## src/rtl/fs_serial.sv

```systemverilog
// Bit-serial subtractor: diff = a - b, one bit per clock, LSB first, with start/busy/done handshake.
// Defining FS_SERIAL_OVF_EN adds the signed-overflow output ovf.
module fs_serial #(
    parameter int WIDTH = 8,
    parameter int CNT_W = $clog2(WIDTH + 1)
) (
    input  logic             clk,
    input  logic             rst_n,
    input  logic             start,
    input  logic [WIDTH-1:0] a,
    input  logic [WIDTH-1:0] b,
    output logic             busy,
    output logic             done,
    output logic [WIDTH-1:0] diff,
    output logic             bout
`ifdef FS_SERIAL_OVF_EN
    ,
    output logic             ovf
`endif
);

    typedef enum logic [1:0] {
        IDLE = 2'd0,
        RUN  = 2'd1,
        DONE = 2'd2
    } state_t;

    localparam logic [CNT_W-1:0] LAST_CNT = CNT_W'(WIDTH - 1);

    // Full-subtractor cell, returns {borrow_out, difference_bit}.
    function automatic logic [1:0] fs_cell(input logic x, input logic y, input logic bin);
        fs_cell = {(~x & y) | (~(x ^ y) & bin), x ^ y ^ bin};
    endfunction

    state_t           state_q, state_d;
    logic [WIDTH-1:0] sa_q, sa_d;
    logic [WIDTH-1:0] sb_q, sb_d;
    logic [WIDTH-1:0] res_q, res_d;
    logic             borrow_q, borrow_d;
    logic [CNT_W-1:0] cnt_q, cnt_d;
    logic             busy_q, busy_d;
    logic             done_q, done_d;
    logic [WIDTH-1:0] diff_q, diff_d;
    logic             bout_q, bout_d;
`ifdef FS_SERIAL_OVF_EN
    logic             ovf_q, ovf_d;
`endif
    logic [1:0]       cell_s;
    logic             accept_s;

    // Next-state logic: accept in IDLE/DONE, one bit per edge in RUN, publish on entry to DONE.
    always_comb begin
        cell_s   = fs_cell(sa_q[0], sb_q[0], borrow_q);
        accept_s = start && ((state_q == IDLE) || (state_q == DONE));
        state_d  = state_q;
        sa_d     = sa_q;
        sb_d     = sb_q;
        res_d    = res_q;
        borrow_d = borrow_q;
        cnt_d    = cnt_q;
        busy_d   = 1'b0;
        done_d   = 1'b0;
        diff_d   = diff_q;
        bout_d   = bout_q;
`ifdef FS_SERIAL_OVF_EN
        ovf_d    = ovf_q;
`endif
        case (state_q)
            IDLE, DONE: begin
                if (accept_s) begin
                    state_d  = RUN;
                    sa_d     = a;
                    sb_d     = b;
                    res_d    = '0;
                    borrow_d = 1'b0;
                    cnt_d    = '0;
                    busy_d   = 1'b1;
                end else begin
                    state_d  = IDLE;
                end
            end
            RUN: begin
                sa_d     = {1'b0, sa_q[WIDTH-1:1]};
                sb_d     = {1'b0, sb_q[WIDTH-1:1]};
                res_d    = {cell_s[0], res_q[WIDTH-1:1]};
                borrow_d = cell_s[1];
                cnt_d    = cnt_q + CNT_W'(1);
                if (cnt_q == LAST_CNT) begin
                    state_d = DONE;
                    done_d  = 1'b1;
                    diff_d  = {cell_s[0], res_q[WIDTH-1:1]};
                    bout_d  = cell_s[1];
`ifdef FS_SERIAL_OVF_EN
                    // On the last bit sa_q[0]/sb_q[0] are the captured operand MSBs.
                    ovf_d   = (sa_q[0] ^ sb_q[0]) & (cell_s[0] ^ sa_q[0]);
`endif
                end else begin
                    busy_d  = 1'b1;
                end
            end
            default: begin
                state_d = IDLE;
            end
        endcase
    end

    // State, datapath and registered outputs.
    always_ff @(posedge clk or negedge rst_n) begin
        if (!rst_n) begin
            state_q  <= IDLE;
            sa_q     <= '0;
            sb_q     <= '0;
            res_q    <= '0;
            borrow_q <= 1'b0;
            cnt_q    <= '0;
            busy_q   <= 1'b0;
            done_q   <= 1'b0;
            diff_q   <= '0;
            bout_q   <= 1'b0;
`ifdef FS_SERIAL_OVF_EN
            ovf_q    <= 1'b0;
`endif
        end else begin
            state_q  <= state_d;
            sa_q     <= sa_d;
            sb_q     <= sb_d;
            res_q    <= res_d;
            borrow_q <= borrow_d;
            cnt_q    <= cnt_d;
            busy_q   <= busy_d;
            done_q   <= done_d;
            diff_q   <= diff_d;
            bout_q   <= bout_d;
`ifdef FS_SERIAL_OVF_EN
            ovf_q    <= ovf_d;
`endif
        end
    end

    assign busy = busy_q;
    assign done = done_q;
    assign diff = diff_q;
    assign bout = bout_q;
`ifdef FS_SERIAL_OVF_EN
    assign ovf  = ovf_q;
`endif

endmodule
```

## config.mk

```make
export PLATFORM = sky130hd
export DESIGN_NAME = fs_serial
export DESIGN_NICKNAME = d
export VERILOG_FILES = /design/src/rtl/fs_serial.sv
export SDC_FILE = /design/constraint.sdc
export NUM_CORES = 1
export LEC_CHECK = 0
export ABC_CLOCK_PERIOD_IN_PS = 4500
export BUFFER_PORTS_ARGS = -buffer_cell sky130_fd_sc_hd__buf_4
export CAP_MARGIN = 30
export CORE_AREA = 5 5 60 62
export DETAILED_ROUTE_END_ITERATION = 10
export DIE_AREA = 0 0 65 67
export GPL_TIMING_DRIVEN = 0
export PLACE_DENSITY = 0.86
export SYNTH_ARGS = -nofsm -noshare
export SYNTH_HDL_FRONTEND = slang
export SYNTH_SLANG_ARGS = --single-unit
```

## constraint.sdc

```tcl
create_clock -name clk -period 4.5 [get_ports clk]
set_input_delay 0.225 -clock clk [delete_from_list [all_inputs] [get_ports clk]]
set_output_delay 0.225 -clock clk [all_outputs]
set_load 0.05 [all_outputs]
```

==> flow_summary.yaml, run 1 <==
run_status:
  status: "completed"
clock_network:
  holdBufCountCts: 1
  post_cts_resized: 0
  cts_tree: "done"
  post-cts-setup-buffers: 0
  cts-buffers-inserted: 5
  cts_buffer_depth: 2
  cts_max_level: 2
  cts-root-buf: "clkbuf_4"
  cts.sinks: 41
  insertion_delay_ns: 0.36
  clk_pin_slew_worst_paths_ns: 0.13
placement:
  place_congestion: 0.829
  portBuffers: 29
  hpwl_um: 2340
  place_area_um2: 1930
layout:
  nets: 194
  antennaDiodeCount: 0
  drive_above_1_share: 0.293
  areaGrowthSynthToFinish_pct: 21.5
  design_area_um2: 2030
synth:
  yosys_warnings: 0
  yosys.area.top_type: "dfrtp_1"
  synthTopCellsByCount: "41 x dfrtp_1, 17 x nand2_1, 13 x a22oi_1, 13 x nand3_1, 11 x a22o_1"
  ys_seq_area_frac: 0.615
  ys_types: 24
  synth_area_um2: 1670
  syn_nets: 157
  synth-seq-cells: 41
  synthFlopType: "dfrtp_1"
  synth_most_common_cell: "dfrtp_1"
  synth_edf_count: 0
  yosys-top-cells-area: "dfrtp_1 62%, a22oi_1 5.9%, a22o_1 5.8%"
  synth_area_per_cell_um2: 12.3
  synthArstFlopShare: 1.00
  syn_inst: 136
  synth_top_area_share: 0.615
hold_path:
  min_path_type: "primary input to flop"
sta:
  finClkSkew_ns: 0.0171
  relSlewSlack: 0.663
  worstMarginPinSlew_ns: 0.506
  fin_crit_ns: 1.64
  hold_viol: 0
  slew_viol_final: 0
  final.setup.tns_ns: 0
  max_freq_mhz: 611
  rsz0062_at_grt: "false"
  period_share: 0.364
  setup-violations-final: 0
setup_path:
  start_kind: "flop"
  cp.required_ns: 4.74
  end_kind: "flop"
  cp_top_family: "simple AND/OR/NAND/NOR gates"
  slowest_stage: "dfrtp_1"
  crit_arrival_ns: 1.88
  critPathKind: "flop to flop"
  path_buf_inv: 0
  path_cells: "ha_1 > nand2_1 > nor3_4 > mux2_2"
  slowest_delay_ns: 0.41
  crit_fanout: 10
drt:
  drc: 0
  drt_iter0_markers: 55
  ant_nets: 0
  vias_per_cell: 5.96
  post_drt_wl_per_cell_um: 15.9
  routed_wl_um: 3290
  dr.pass1.iters: 4
  vias: 1234
grt:
  antenna_found_initial: 0
  overflow: 0
  grt_max_degree: 42
  grt_pass1_vias: 1238
  grt_pass1_wl_um: 5700
  track_usage: 0.176
pwr:
  power_density_nw_per_um2: 767
  ir_drop_mv: 0.383
  power_leakage_nw: 1.00
  total_power_mw: 1.55
floorplanning:
  start_util: 0.560
  chipHeight_um: 67
  io_pins: 30
  die_w_um: 65
  num_rows: 20
  coreArea_um2: 2980
  dieArea_um2: 4360
run:
  max_cap_viol_count: 0
-- worst reg2reg max path: cells and delay by family (launching register included) --
family / cells / cell delay, ns
multiplexers: 1 / 0.39
AND/OR/NAND/NOR: 2 / 0.52
adder cells (fa/ha/maj): 1 / 0.20
flip-flops: 1 / 0.41
-- final timing paths --
path,startpoint,endpoint,slack [ns],cells after the start
max reg2reg,cnt_q[0],diff[1],2.86,4
max in group asynchronous,rst_n,cnt_q[1],3.77,2
min reg2reg,sb_q[3],sb_q[2],0.51,2
min,a[7],sa_q[7],0.09,2
min in group asynchronous,rst_n,busy,0.38,2
max,cnt_q[0],diff[1],2.86,4
-- registers in the layout, summed over array words and instances, names as in the netlist --
name and flops:
diff 8, sa_q 8, sb_q 8, res_q 7
cnt_q 4, state_q 2, borrow_q 1, bout 1
busy 1, done 1
-- cell type report --
cell class	count	area [um^2]
multi-input cells	82	581
clock inverters	2	37.5
inverters	3	11.3
flip-flops and latches	41	1030
clock buffers	6	51.3
well taps	33	41.3
fillers	244	952
plain buffers	10	50.0
repair buffers	30	228
-- cell usage in the layout (no fill, tap or decap) --
cell type,count
dlygate4sd3_1,1
nor3_1,2
clkbuf_4,5
nand2_1,17
o21ai_0,1
buf_6,1
bufinv_16,1
clkbuf_1,5
xnor2_1,1
clkinvlp_4,1
ha_1,1
and2b_1,1
fa_1,1
a221o_1,1
nor3_4,1
mux2i_1,3
dfrtp_1,41
nor2b_1,2
nand2b_1,2
mux2_2,8
a22o_1,11
buf_2,4
nand4_1,1
buf_4,29
clkbuf_8,1
nor2_1,2
a22oi_1,13
inv_1,3
o2bb2ai_1,1
nand3_1,13
-- logic make-up (layout without fill, tap and decap cells) --
family                   after synthesis  count (layout)  synth area share
adder cells (fa/ha/maj)                2               2            0.0195
buffers and inverters                 13              51            0.0368
multiplexers                          11              11            0.0720
XOR/XNOR                               1               1           0.00525
AO/OA/AOI/OAI                         27              27             0.131
flip-flops                            41              41             0.615
AND/OR/NAND/NOR                       41              41             0.121
-- per-stage QoR --
step,std cells,hold WS (ns),setup WS (ns),utilization
2_1_floorplan,136,-0.0706,3.04,-
3_3_place_gp,198,0.225,2.93,0.647
3_5_place_dp,198,0.231,2.89,0.647
4_1_cts,207,0.0829,2.87,0.680
5_1_grt,207,0.0638,2.73,0.680
6_report,207,0.0866,2.86,0.680
-- routing by layer --
| layer | GRT usage | routed length (um) | vias to the layer above |
|---|---|---|---|
| met5 | 0 | 0 | - |
| met4 | 0.0792 | 108 | 0 |
| met3 | 0.0641 | 189 | 17 |
| met2 | 0.285 | 1610 | 48 |
| met1 | 0.208 | 1370 | 608 |
| li1 | - | - | 561 |
-- where the power goes --
part	internal, mW	total (mW)	leakage [nW]	switching, mW
combinational	0.269	0.673	0.438	0.404
clock	0.132	0.251	0.0445	0.119
sequential	0.528	0.630	0.521	0.101
total	0.930	1.55	1.00	0.624
Note: power is estimated with default switching activity, not from simulation.
==> inputs of run 2 (changes only) <==
- ABC_CLOCK_PERIOD_IN_PS: 4500 -> 1600
- CORE_AREA: 5 5 60 62 -> 5 5 62 64
- DIE_AREA: 0 0 65 67 -> 0 0 67 69
- PLACE_DENSITY: 0.86 -> 0.81
- clock period: 4.5 -> 1.6 ns (I/O delays scaled with it)
==> flow_summary.yaml, run 2 (synthesis gave the netlist of run 1 again) <==
run_status:
  status: "completed"
drt:
  drt_iter0_markers: 66
  wl_met2_um: 1730
  top_layer_used: "met4"
  ant_nets: 0
  routed_wl_um: 3500
  post_drt_wl_per_cell_um: 14.8
  dr.pass1.iters: 4
  route.met3.wl_um: 240
  vias: 1276
  wl_met1_um: 1470
  vias_per_cell: 5.38
  drc: 0
clock_network:
  cts_buffer_depth: 2
  cts-buffers-inserted: 5
  cts.sinks: 41
  cts_tree: "done"
  insertion_delay_ns: 0.33
  cts_max_level: 2
  cts-root-buf: "clkbuf_4"
  clk_pin_slew_worst_paths_ns: 0.11
setup_path:
  r2r_end: "diff[2]"
  reg2reg_setup_slack_ns: 0.12
  worstReg2RegStart: "cnt_q[0]"
  start_kind: "flop"
  end_kind: "flop"
  critPathKind: "flop to flop"
  crit_arrival_ns: 1.70
  cp.required_ns: 1.82
  ff2ff_path_depth: 5
  crit_fanout: 10
sta:
  hold_viol: 0
  finClkSkew_ns: 0.00699
  final.setup.tns_ns: 0
  slew_viol_final: 0
  rsz0062_at_grt: "false"
  period_share: 0.923
  worstMarginPinSlew_ns: 0.496
  setup-violations-final: 0
  fin_ws_ns: 0.124
  relSlewSlack: 0.669
  fin_crit_ns: 1.48
  max_freq_mhz: 677
  hold_ws_ns: 0.244
layout:
  nets: 212
  layout_commonest_cell: "dfrtp_1"
  layout_common_cells: "41 x dfrtp_1, 30 x buf_4, 17 x nand2_1, 17 x dlygate4sd3_1"
  n_fill_cell: 239
  postLayoutCoreUtil: 0.680
  drive_above_1_share: 0.272
  areaGrowthSynthToFinish_pct: 31.7
  antennaDiodeCount: 0
grt:
  track_usage: 0.166
  grt_max_degree: 42
  grt_pass1_wl_um: 5850
  overflow: 0
  antenna_found_initial: 0
  grt_pass1_vias: 1280
pwr:
  power_leakage_nw: 1.07
  total_power_mw: 4.20
  ir_drop_mv: 0.856
  power_density_nw_per_um2: 1910
placement:
  place_congestion: 0.782
  hpwl_um: 2260
  dp_slack_ns: -0.0240
  portBuffers: 29
floorplanning:
  io_pins: 30
  chipHeight_um: 69
  die_w_um: 67
  num_rows: 21
  coreArea_um2: 3230
  dieArea_um2: 4620
  start_util: 0.516
run:
  max_cap_viol_count: 0
hold_path:
  min-delay-start: "start"
  min_path_type: "primary input to flop"
  holdPathStages: 5
  holdPathEnd: "sa_q[2]"
## run 2: through the flow
step / std cells / area [um^2]
2_1_floorplan: 136 / 1670
3_3_place_gp: 211 / 1940
3_5_place_dp: 211 / 1940
4_1_cts: 237 / 2200
5_1_grt: 237 / 2200
6_report: 237 / 2200
## run 2: layout make-up
| cell class | instances | area (um^2) | share of cell area |
|---|---|---|---|
| timing repair buffer | 48 | 415 | 0.189 |
| inverter | 3 | 11.3 | 0.00513 |
| clock buffer | 7 | 55.1 | 0.0251 |
| buffer | 10 | 51.3 | 0.0233 |
| sequential | 41 | 1030 | 0.467 |
| tap | 46 | 57.6 | 0.0262 |
| multi-input combinational | 82 | 581 | 0.264 |
## run 2: timing repair
item,in CTS,in global routing
gates resized for setup,0,2
endpoints found under the setup margin,8,12
pin swaps,1,1
hold buffers,17,0
endpoints found under the hold margin,57,0
setup buffers,2,0
## run 2: worst max path at each step
stage,startpoint,cells after the start,to
global placement,cnt_q[0],4,diff[7]
CTS,state_q[0],5,sb_q[5]
floorplan,state_q[1],4,diff[0]
global route,state_q[0],5,sb_q[2]
detailed placement,cnt_q[0],4,diff[2]
finish,cnt_q[0],5,diff[2]
## run 2: layer usage
layer	vias to the layer above	global-route usage
met5	-	0
met3	9	0.0601
met2	54	0.261
met1	619	0.211
li1	594	-
met4	0	0.0518
## run 2: power by group
part	internal (mW)	switching (mW)
clock network	0.208	0.288
logic	0.801	1.14
registers	1.49	0.279
## run 2: critical path, cell delays in order (launching register included)
cell     delay (ns)
dfrtp_1        0.40
ha_1           0.19
nand2_1        0.12
nor3_4         0.17
buf_12         0.15
mux2_2         0.33
